`src/rtl/data_path_seq_pkg.sv`:
```
// data_path_seq_pkg
//   Shared constants and types for the data_path run-time sequencer.
//   Holds the datapath geometry, the PE latencies, the derived
//   pipeline latency / per-stage tap offsets and the sequencer state
//   encoding.
package data_path_seq_pkg;

    localparam int num_col      = 6;
    localparam int n_rf         = num_col - 1;
    localparam int dwidth_int   = 64;
    localparam int dwidth_RFadd = 4;

    localparam int latencyPEA   = 3;
    localparam int latencyPEB   = 2;
    localparam int latencyPEC   = 4;
    localparam int latencyPED   = 5;

    // Issue counter / beat index width.
    localparam int cnt_w        = 32;
    // One tap carries {valid, last, index}.
    localparam int tap_w        = 2 + cnt_w;
    localparam int vld_b        = tap_w - 1;
    localparam int last_b       = tap_w - 2;

    // End-to-end latency of the six-column pipeline.
    function automatic int calc_lat();
        calc_lat = 2*latencyPEA + latencyPEB + 2*latencyPEC + latencyPED;
    endfunction

    localparam int LAT = calc_lat();

    // Cycle at which a beat enters the PE feeding RF slot k.
    function automatic int stage_off(input int k);
        int r;
        case (k)
            0:       r = 0;
            1:       r = latencyPEA;
            2:       r = 2*latencyPEA + latencyPEB;
            3:       r = 2*latencyPEA + latencyPEB + latencyPEC;
            default: r = 2*latencyPEA + latencyPEB + 2*latencyPEC;
        endcase
        stage_off = r;
    endfunction

    // Cycle at which the result for RF slot k is ready to be written.
    function automatic int wen_off(input int k);
        int r;
        case (k)
            0:       r = latencyPEA;
            1:       r = 2*latencyPEA;
            2:       r = 2*latencyPEA + latencyPEB + latencyPEC;
            3:       r = 2*latencyPEA + latencyPEB + 2*latencyPEC;
            default: r = calc_lat();
        endcase
        wen_off = r;
    endfunction

    typedef enum logic [1:0] {IDLE, RUN, DRAIN, DONE} seq_state_t;

    typedef struct packed {
        logic             valid;
        logic             last;
        logic [cnt_w-1:0] idx;
    } beat_t;

endpackage

```
`src/rtl/data_path_seq_tap_line.sv`:
```
// valid_tap_line
//   Delay line tracking beats through the datapath pipeline.
//   taps[0] is the live input, taps[d] is the input delayed by d cycles.
// Ports:
//   clk  - clock
//   rst  - synchronous active-low clear of every stage
//   din  - beat entering the pipeline this cycle
//   taps - all DEPTH+1 taps, tap 0 = din
module valid_tap_line
    import data_path_seq_pkg::*;
#(
    parameter int W     = tap_w,
    parameter int DEPTH = LAT
) (
    input  logic                  clk,
    input  logic                  rst,
    input  logic [W-1:0]          din,
    output logic [DEPTH:0][W-1:0] taps
);

    logic [DEPTH:1][W-1:0] line;

    always_ff @(posedge clk) begin
        if (!rst) begin
            line <= '0;
        end else begin
            line[1] <= din;
            for (int i = 2; i <= DEPTH; i++) begin
                line[i] <= line[i-1];
            end
        end
    end

    assign taps = {line, din};

endmodule

```
`src/rtl/data_path_seq.sv`:
```
// data_path_seq
//   Run-time sequencer for the six-column SIMD data_path. Latches a
//   kernel configuration on start, accepts num_itr beats through a
//   valid/ready handshake, tracks every beat through the fixed-latency
//   pipeline and drives per-column iteration indices, RF write enables
//   and the output valid/last flags.
// Ports:
//   clk, rst          - clock, synchronous active-low reset
//   start, cfg_*      - kernel launch and its configuration
//   in_valid/in_ready - input beat handshake
//   sel_mux4, op, isItr, rd_addr_RF, wr_addr_RF - latched config to data_path
//   wen_RF            - RF write enables aligned to each beat
//   itr               - per-column iteration index (slot k at [k*64 +: 64])
//   out_valid/out_last- stream_out beat qualifiers
//   busy, done        - status; done pulses for one cycle per kernel
module data_path_seq
    import data_path_seq_pkg::*;
(
    input  logic                            clk,
    input  logic                            rst,
    input  logic                            start,
    input  logic [31:0]                     cfg_num_itr,
    input  logic [num_col*4-1:0]            cfg_sel_mux4,
    input  logic [num_col*2-1:0]            cfg_op,
    input  logic [n_rf-1:0]                 cfg_wen,
    input  logic [n_rf-1:0]                 cfg_isItr,
    input  logic [dwidth_RFadd*n_rf-1:0]    cfg_rd_addr,
    input  logic [dwidth_RFadd*n_rf-1:0]    cfg_wr_addr,
    input  logic                            in_valid,
    output logic                            in_ready,
    output logic [num_col*4-1:0]            sel_mux4,
    output logic [num_col*2-1:0]            op,
    output logic [n_rf-1:0]                 isItr,
    output logic [dwidth_RFadd*n_rf-1:0]    rd_addr_RF,
    output logic [dwidth_RFadd*n_rf-1:0]    wr_addr_RF,
    output logic [num_col-1:0]              wen_RF,
    output logic [n_rf*dwidth_int-1:0]      itr,
    output logic                            out_valid,
    output logic                            out_last,
    output logic                            busy,
    output logic                            done
);

    seq_state_t                        state;
    logic [cnt_w-1:0]                  num_itr_r;
    logic [cnt_w-1:0]                  issue_cnt;
    logic [n_rf-1:0]                   wen_r;
    logic                              issue;
    logic                              issue_last;
    beat_t                             beat_in;
    logic [LAT:0][tap_w-1:0]           taps;
    logic [n_rf-1:0][dwidth_int-1:0]   itr_hold;
    logic [n_rf-1:0][dwidth_int-1:0]   itr_next;
    logic                              unused_taps;

    assign issue      = in_ready & in_valid;
    assign issue_last = (issue_cnt == num_itr_r - 32'd1);
    assign busy       = (state != IDLE);

    always_comb begin
        beat_in.valid = issue;
        beat_in.last  = issue & issue_last;
        beat_in.idx   = issue_cnt;
    end

    // Control FSM: launch, issue counting, drain and completion pulse.
    always_ff @(posedge clk) begin
        if (!rst) begin
            state      <= IDLE;
            in_ready   <= 1'b0;
            done       <= 1'b0;
            issue_cnt  <= '0;
            num_itr_r  <= '0;
            wen_r      <= '0;
            sel_mux4   <= '0;
            op         <= '0;
            isItr      <= '0;
            rd_addr_RF <= '0;
            wr_addr_RF <= '0;
        end else begin
            done <= 1'b0;
            case (state)
                IDLE: begin
                    if (start) begin
                        num_itr_r  <= cfg_num_itr;
                        wen_r      <= cfg_wen;
                        sel_mux4   <= cfg_sel_mux4;
                        op         <= cfg_op;
                        isItr      <= cfg_isItr;
                        rd_addr_RF <= cfg_rd_addr;
                        wr_addr_RF <= cfg_wr_addr;
                        issue_cnt  <= '0;
                        if (cfg_num_itr != 32'd0) begin
                            state    <= RUN;
                            in_ready <= 1'b1;
                        end else begin
                            state <= DONE;
                            done  <= 1'b1;
                        end
                    end
                end
                RUN: begin
                    if (issue) begin
                        issue_cnt <= issue_cnt + 32'd1;
                        if (issue_last) begin
                            state    <= DRAIN;
                            in_ready <= 1'b0;
                        end
                    end
                end
                DRAIN: begin
                    if (out_valid & out_last) begin
                        state <= DONE;
                        done  <= 1'b1;
                    end
                end
                DONE: begin
                    state <= IDLE;
                end
                default: begin
                    state <= IDLE;
                end
            endcase
        end
    end

    valid_tap_line #(
        .W     (tap_w),
        .DEPTH (LAT)
    ) u_tap_line (
        .clk  (clk),
        .rst  (rst),
        .din  (beat_in),
        .taps (taps)
    );

    // Most intermediate taps only feed the next stage of the line.
    assign unused_taps = ^taps;

    // Slot k follows the beat entering its PE; it holds between beats.
    for (genvar k = 0; k < n_rf; k++) begin : g_slot
        localparam int sk = stage_off(k);
        localparam int ek = wen_off(k);

        assign itr_next[k] = taps[sk][vld_b]
                           ? {{(dwidth_int-cnt_w){1'b0}}, taps[sk][cnt_w-1:0]}
                           : itr_hold[k];
        assign wen_RF[k]   = wen_r[k] & taps[ek][vld_b];
    end

    assign wen_RF[num_col-1] = 1'b0;

    always_ff @(posedge clk) begin
        if (!rst) begin
            itr_hold <= '0;
        end else begin
            itr_hold <= itr_next;
        end
    end

    assign itr       = itr_next;
    assign out_valid = taps[LAT][vld_b];
    assign out_last  = taps[LAT][last_b];

endmodule
```
`config.mk`:
```
export PLATFORM = sky130hd
export DESIGN_NAME = data_path_seq
export DESIGN_NICKNAME = d
export VERILOG_FILES = /design/src/rtl/data_path_seq_pkg.sv /design/src/rtl/data_path_seq_tap_line.sv /design/src/rtl/data_path_seq.sv
export SDC_FILE = /design/constraint.sdc
export NUM_CORES = 1
export LEC_CHECK = 0
export BUFFER_PORTS_ARGS = -buffer_cell sky130_fd_sc_hd__buf_2
export CAP_MARGIN = 30
export CELL_PAD_IN_SITES_DETAIL_PLACEMENT = 0
export CELL_PAD_IN_SITES_GLOBAL_PLACEMENT = 1
export CORE_MARGIN = 3
export CORE_UTILIZATION = 49
export DETAILED_ROUTE_END_ITERATION = 12
export PLACE_DENSITY_LB_ADDON = 0.3
export SETUP_SLACK_MARGIN = 0.15
export SLEW_MARGIN = 20
export SYNTH_ARGS = -nofsm -noshare
export SYNTH_HDL_FRONTEND = slang
export SYNTH_HIERARCHICAL = 1
export SYNTH_SLANG_ARGS = --single-unit
export TNS_END_PERCENT = 10
```
`constraint.sdc`:
```
create_clock -name clk -period 6.73 [get_ports clk]
set_input_delay 0.673 -clock clk [delete_from_list [all_inputs] [get_ports clk]]
set_output_delay 0.673 -clock clk [all_outputs]
set_load 0.05 [all_outputs]
```
## Word-level counts from Yosys, hierarchy flattened

Cells that the tools add are included.

- Flip-flop bits (word level): 1,188
- Input bits: 122

- Add/subtract/negate cells: 2
- Reduce and logical (&&, ||, !) cells: 8
- Bitwise operators: 8
- Eq/ne operators: 9
- Multiplexer cells: 23

Operators by type and width:

| operator | count |
|---|---|
| two-way mux 64 bit | 5 |
| two-way mux 32 bit | 2 |
| one-hot mux 32 bit (2 select lines) | 1 |
| adder 32 x 1 -> 32 bit (second input constant) | 1 |
| equality test 32 bit | 1 |
| nonzero test 32 bit | 1 |
| subtractor 32 x 1 -> 32 bit (second input constant) | 1 |
| two-way mux 2 bit | 5 |
| != test 2 bit (second input constant) | 5 |
| bitwise AND 1 bit | 8 |
| one-hot mux 2 bit (4 select lines) | 1 |
| two-way mux 1 bit | 7 |
| AND reduction 5 bit | 1 |
| equality test 2 bit (second input constant) | 2 |
| one-hot mux 1 bit (2 select lines) | 2 |
| AND reduction 4 bit | 1 |
| nonzero test 2 bit | 2 |
| AND reduction 3 bit | 1 |
| equality test 2 x 1 -> 1 bit (second input constant) | 1 |
| zero test 2 bit | 1 |
| AND reduction 2 bit | 1 |

## Depth between registers and ports, before layout

- Depth in word-level cells: 5
- Gate-level depth with buffers: 12
- Gate-level depth less buffers: 11

## Modules after synthesis

Netlist, hierarchy kept.

By module, submodules not included:

| module | area each (µm²) | instances | cells an instance |
|---|---|---|---|
| valid_tap_line | 19,710.2 | 1 | 1,541 |
| data_path_seq | 18,432.7 | 1 | 1,919 |

## Least setup slack after synthesis

No wires, ideal clock.

- Kind: register to output
- Start point: register in_ready
- End point: output itr[10]
- Stages on the path, launching flop included: 7
- Buffers on the path: 3
- Required time: 6.057 ns
- Data arrival time: 2.117 ns
- Path slack: 3.940 ns
- Path through: dfxtp_1 > nand2_1 > inv_1 > buf_4 > clkbuf_1 > clkbuf_1 > mux2_2

RTL lines:

| element | line | text |
|---|---|---|
| start, declared | data_path_seq.sv:30 | `output logic in_ready,` |
| start signal, assigned | data_path_seq.sv:70 | `in_ready <= 1'b0;` |
| start signal, assigned | data_path_seq.sv:95 | `in_ready <= 1'b1;` |
| start signal, assigned | data_path_seq.sv:107 | `in_ready <= 1'b0;` |
| end, declared | data_path_seq.sv:37 | `output logic [n_rf*dwidth_int-1:0] itr,` |

## Worst setup path after layout

- Start point: register u_tap_line.line (netlist bit u_tap_line/taps[135])
- End point: output itr[94]

- Cells in the longest elaborated chain, start to end: 1

RTL lines:

| element | line | text |
|---|---|---|
| start, declared | data_path_seq_tap_line.sv:21 | `logic [DEPTH:1][W-1:0] line;` |
| start signal, assigned by index | data_path_seq_tap_line.sv:29 | `line[i] <= line[i-1];` |
| two-way mux 64 bit | data_path_seq.sv:146 | `? {{(dwidth_int-cnt_w){1'b0}}, taps[sk][cnt_w-1:0]}` |

Every way passes these cells.

==> results.py <==
metrics = {
    "status": {
        "status": "finished, final reports clean",
    },
    "die": {
        "fp-row-count": 95,
        "die_y_um": 269,
        "start_util_pct": 49.9,
        "dieArea_um2": 72300,
        "die_w_um": 269,
        "coreArea_um2": 67900,
        "ioPinCount": 534,
    },
    "sta": {
        "drv_slew": 0,
        "fin_crit_sh_pct": 48.3,
        "rsz0062_at_grt": "false",
        "finalSetupViolCount": 0,
        "hold_viol": 0,
        "finClkSkew_ns": 0.0300,
        "hold_slack_ns": 0.264,
        "max-slew-margin-rel_pct": 40.2,
        "setup_tns_ns": 0,
        "fin_ws_ns": 3.48,
        "tightestPinTransition_ns": 0.898,
        "period_needed_ns": 3.25,
        "fmax_mhz": 308,
    },
    "place": {
        "place_ws_ns": 3.52,
        "portBuffers": 532,
        "placed_cell_area_um2": 36500,
        "place_congestion": 0.888,
        "detailed_place_hpwl_um": 49300,
    },
    "critical_path": {
        "crit_fanout": 39,
        "cp_slowest_stage_delay_ns": 0.79,
        "r2r-end": "state[0]",
        "reg2reg_slack_ns": 3.70,
        "critPathLaunchType": "register",
        "cp_data_required_time_ns": 6.06,
        "crit_chain": "buf_4, mux2_2, buf_2",
        "worst_setup_path_end_kind": "output port",
        "crit_slowest_cell": "dfxtp_2",
        "crit_type": "register to output port",
        "crit_arrival_ns": 2.58,
        "timing.rr.start": "num_itr_r[2]",
        "reg2reg_depth": 9,
    },
    "finish": {
        "seqCellArea_um2": 20600,
        "fin_nets": 3685,
        "multi_input_area_um2": 11900,
        "drive_above_1_share_pct": 24.7,
        "design_area_um2": 40100,
        "area_growth_pct": 18.3,
        "fill_cells": 5768,
    },
    "power": {
        "combPwrFrac_pct": 10.2,
        "clkPwrFrac_pct": 42.7,
        "p_switching_mw": 3.38,
        "power.density_nw_per_um2": 335,
        "p_seq_share_pct": 47.1,
        "vdd_drop_max_mv": 0.396,
        "p_leak_nw": 18.1,
        "finalPower_mw": 13.4,
        "p_sw_share_pct": 25.2,
        "internal_power_mw": 10.0,
    },
    "hold_path": {
        "holdPathEnd": "wen_r[2]",
        "holdPathStages": 3,
        "hp-class": "input pin to register",
        "min_from": "cfg_wen[2]",
    },
    "grt": {
        "grt_max_degree": 194,
        "antenna_found_initial": 5,
        "grt_overflow": 0,
        "grt_pass1_wl_um": 108000,
        "grt_pass1_vias": 20200,
        "grtUsageTotal_pct": 18.8,
    },
    "clock_tree": {
        "cts_max_level": 3,
        "clk_latency_ns": 0.66,
        "cts_inserted_buffers": 103,
        "cts_setup_buffers": 0,
        "path_clk_slew_ns": 0.06,
        "clock-root-buffer": "clkbuf_16",
        "clk_path_buf_depth": 3,
        "cts.sinks": 1028,
        "cts_tree": "yes",
        "post_cts_resized": 0,
        "hold_buffers": 0,
    },
    "routing": {
        "detail_route.wl_per_cell_um": 15.5,
        "first_pass_iters": 5,
        "drt_iter0_markers": 1036,
        "vias_per_cell": 4.65,
        "drt-total-wl_um": 70800,
        "vias": 21200,
        "drc": 0,
        "drt.antenna.violating_nets": 0,
    },
    "synthesis": {
        "synth.avg_cell_area_um2": 10.8,
        "syn_inst": 3127,
        "synth_area_um2": 33900,
        "ys_warn_count": 6,
        "syn_nets": 3254,
    },
    "flow_run": {
        "cap_viol_max_count": 0,
    },
}
-- stage by stage --
step                util [%]  instances
finish                  59.0       4562
floorplan                  -       3127
global route            59.0       4562
detailed placement      53.8       4373
global placement        53.7       4371
CTS                     59.0       4557
-- layout make-up --
class                   instances  share of cell area, %
diodes                          4                 0.0250
clock buffers                 157                   7.64
clock inverters                27                   1.12
inverters                      12                  0.119
multi-input cells            1863                   29.7
flip-flops and latches       1028                   51.4
well taps                     921                   2.88
repair buffers                550                   7.15
-- how the worst max path moves through the flow --
| stage | slack, ns | cells past startpoint | startpoint | end |
|---|---|---|---|---|
| detailed placement | 3.52 | 4 | rst | u_tap_line/taps[322] |
| global route | 3.31 | 3 | u_tap_line/taps[135] | itr[94] |
| global placement | 3.62 | 4 | rst | u_tap_line/taps[255] |
| finish | 3.48 | 3 | u_tap_line/taps[135] | itr[94] |
| CTS | 3.39 | 3 | u_tap_line/taps[135] | itr[93] |
| floorplan | 3.94 | 6 | in_ready | itr[10] |
-- worst max-delay path, delay by kind of cell (launching register included) --
kind                   cells  cell delay, ns
flip-flops                 1            0.79
multiplexers               1            0.40
buffers and inverters      2            0.73
-- sequential cells by signal, summed over array words and instances, names as in the netlist --
register,count
state,2
done,1
num_itr_r,32
op,12
wr_addr_RF,20
sel_mux4,24
rd_addr_RF,20
in_ready,1
u_tap_line/taps,554
itr_hold,320
issue_cnt,32
wen_r,5
isItr,5
-- cells in the final DEF (no fill, tap or decap), drive strengths merged, types with 3 or more instances in the layout --
master / n
nor2b: 163
a21oi: 133
nand3: 15
a31oi: 3
or3: 7
nor4b: 3
o31ai: 3
clkinv: 18
dfxtp: 1028
nand2: 263
ha: 5
clkbuf: 157
diode: 4
mux2i: 5
xnor2: 33
xor2: 33
nor3: 13
inv: 13
and2: 880
nor2: 48
mux2: 161
buf: 550
or4: 6
nor4: 23
o21ai: 16
nand4: 8
and3: 8
bufinv: 7
-- routing by layer --
metal	global-route usage, %	routed length (um)	part of all wire [%]	up-vias
li1	-	-	-	10700
met1	22.6	29500	42	9798
met2	31.3	33800	48	530
met3	4.73	4370	6.2	167
met4	9.29	3110	4.4	2
met5	0	13	0.018	-
-- power by group through the flow --
stage / registers [mW] / clock network (mW) / logic, mW
floorplan: 6.69 / 0 / 0.788
global placement: 6.44 / 0 / 1.32
detailed placement: 6.44 / 0 / 1.36
CTS: 6.31 / 5.88 / 1.36
global route: 6.33 / 6.14 / 1.48
finish: 6.31 / 5.72 / 1.37
Power figures use the tool's default switching activity.
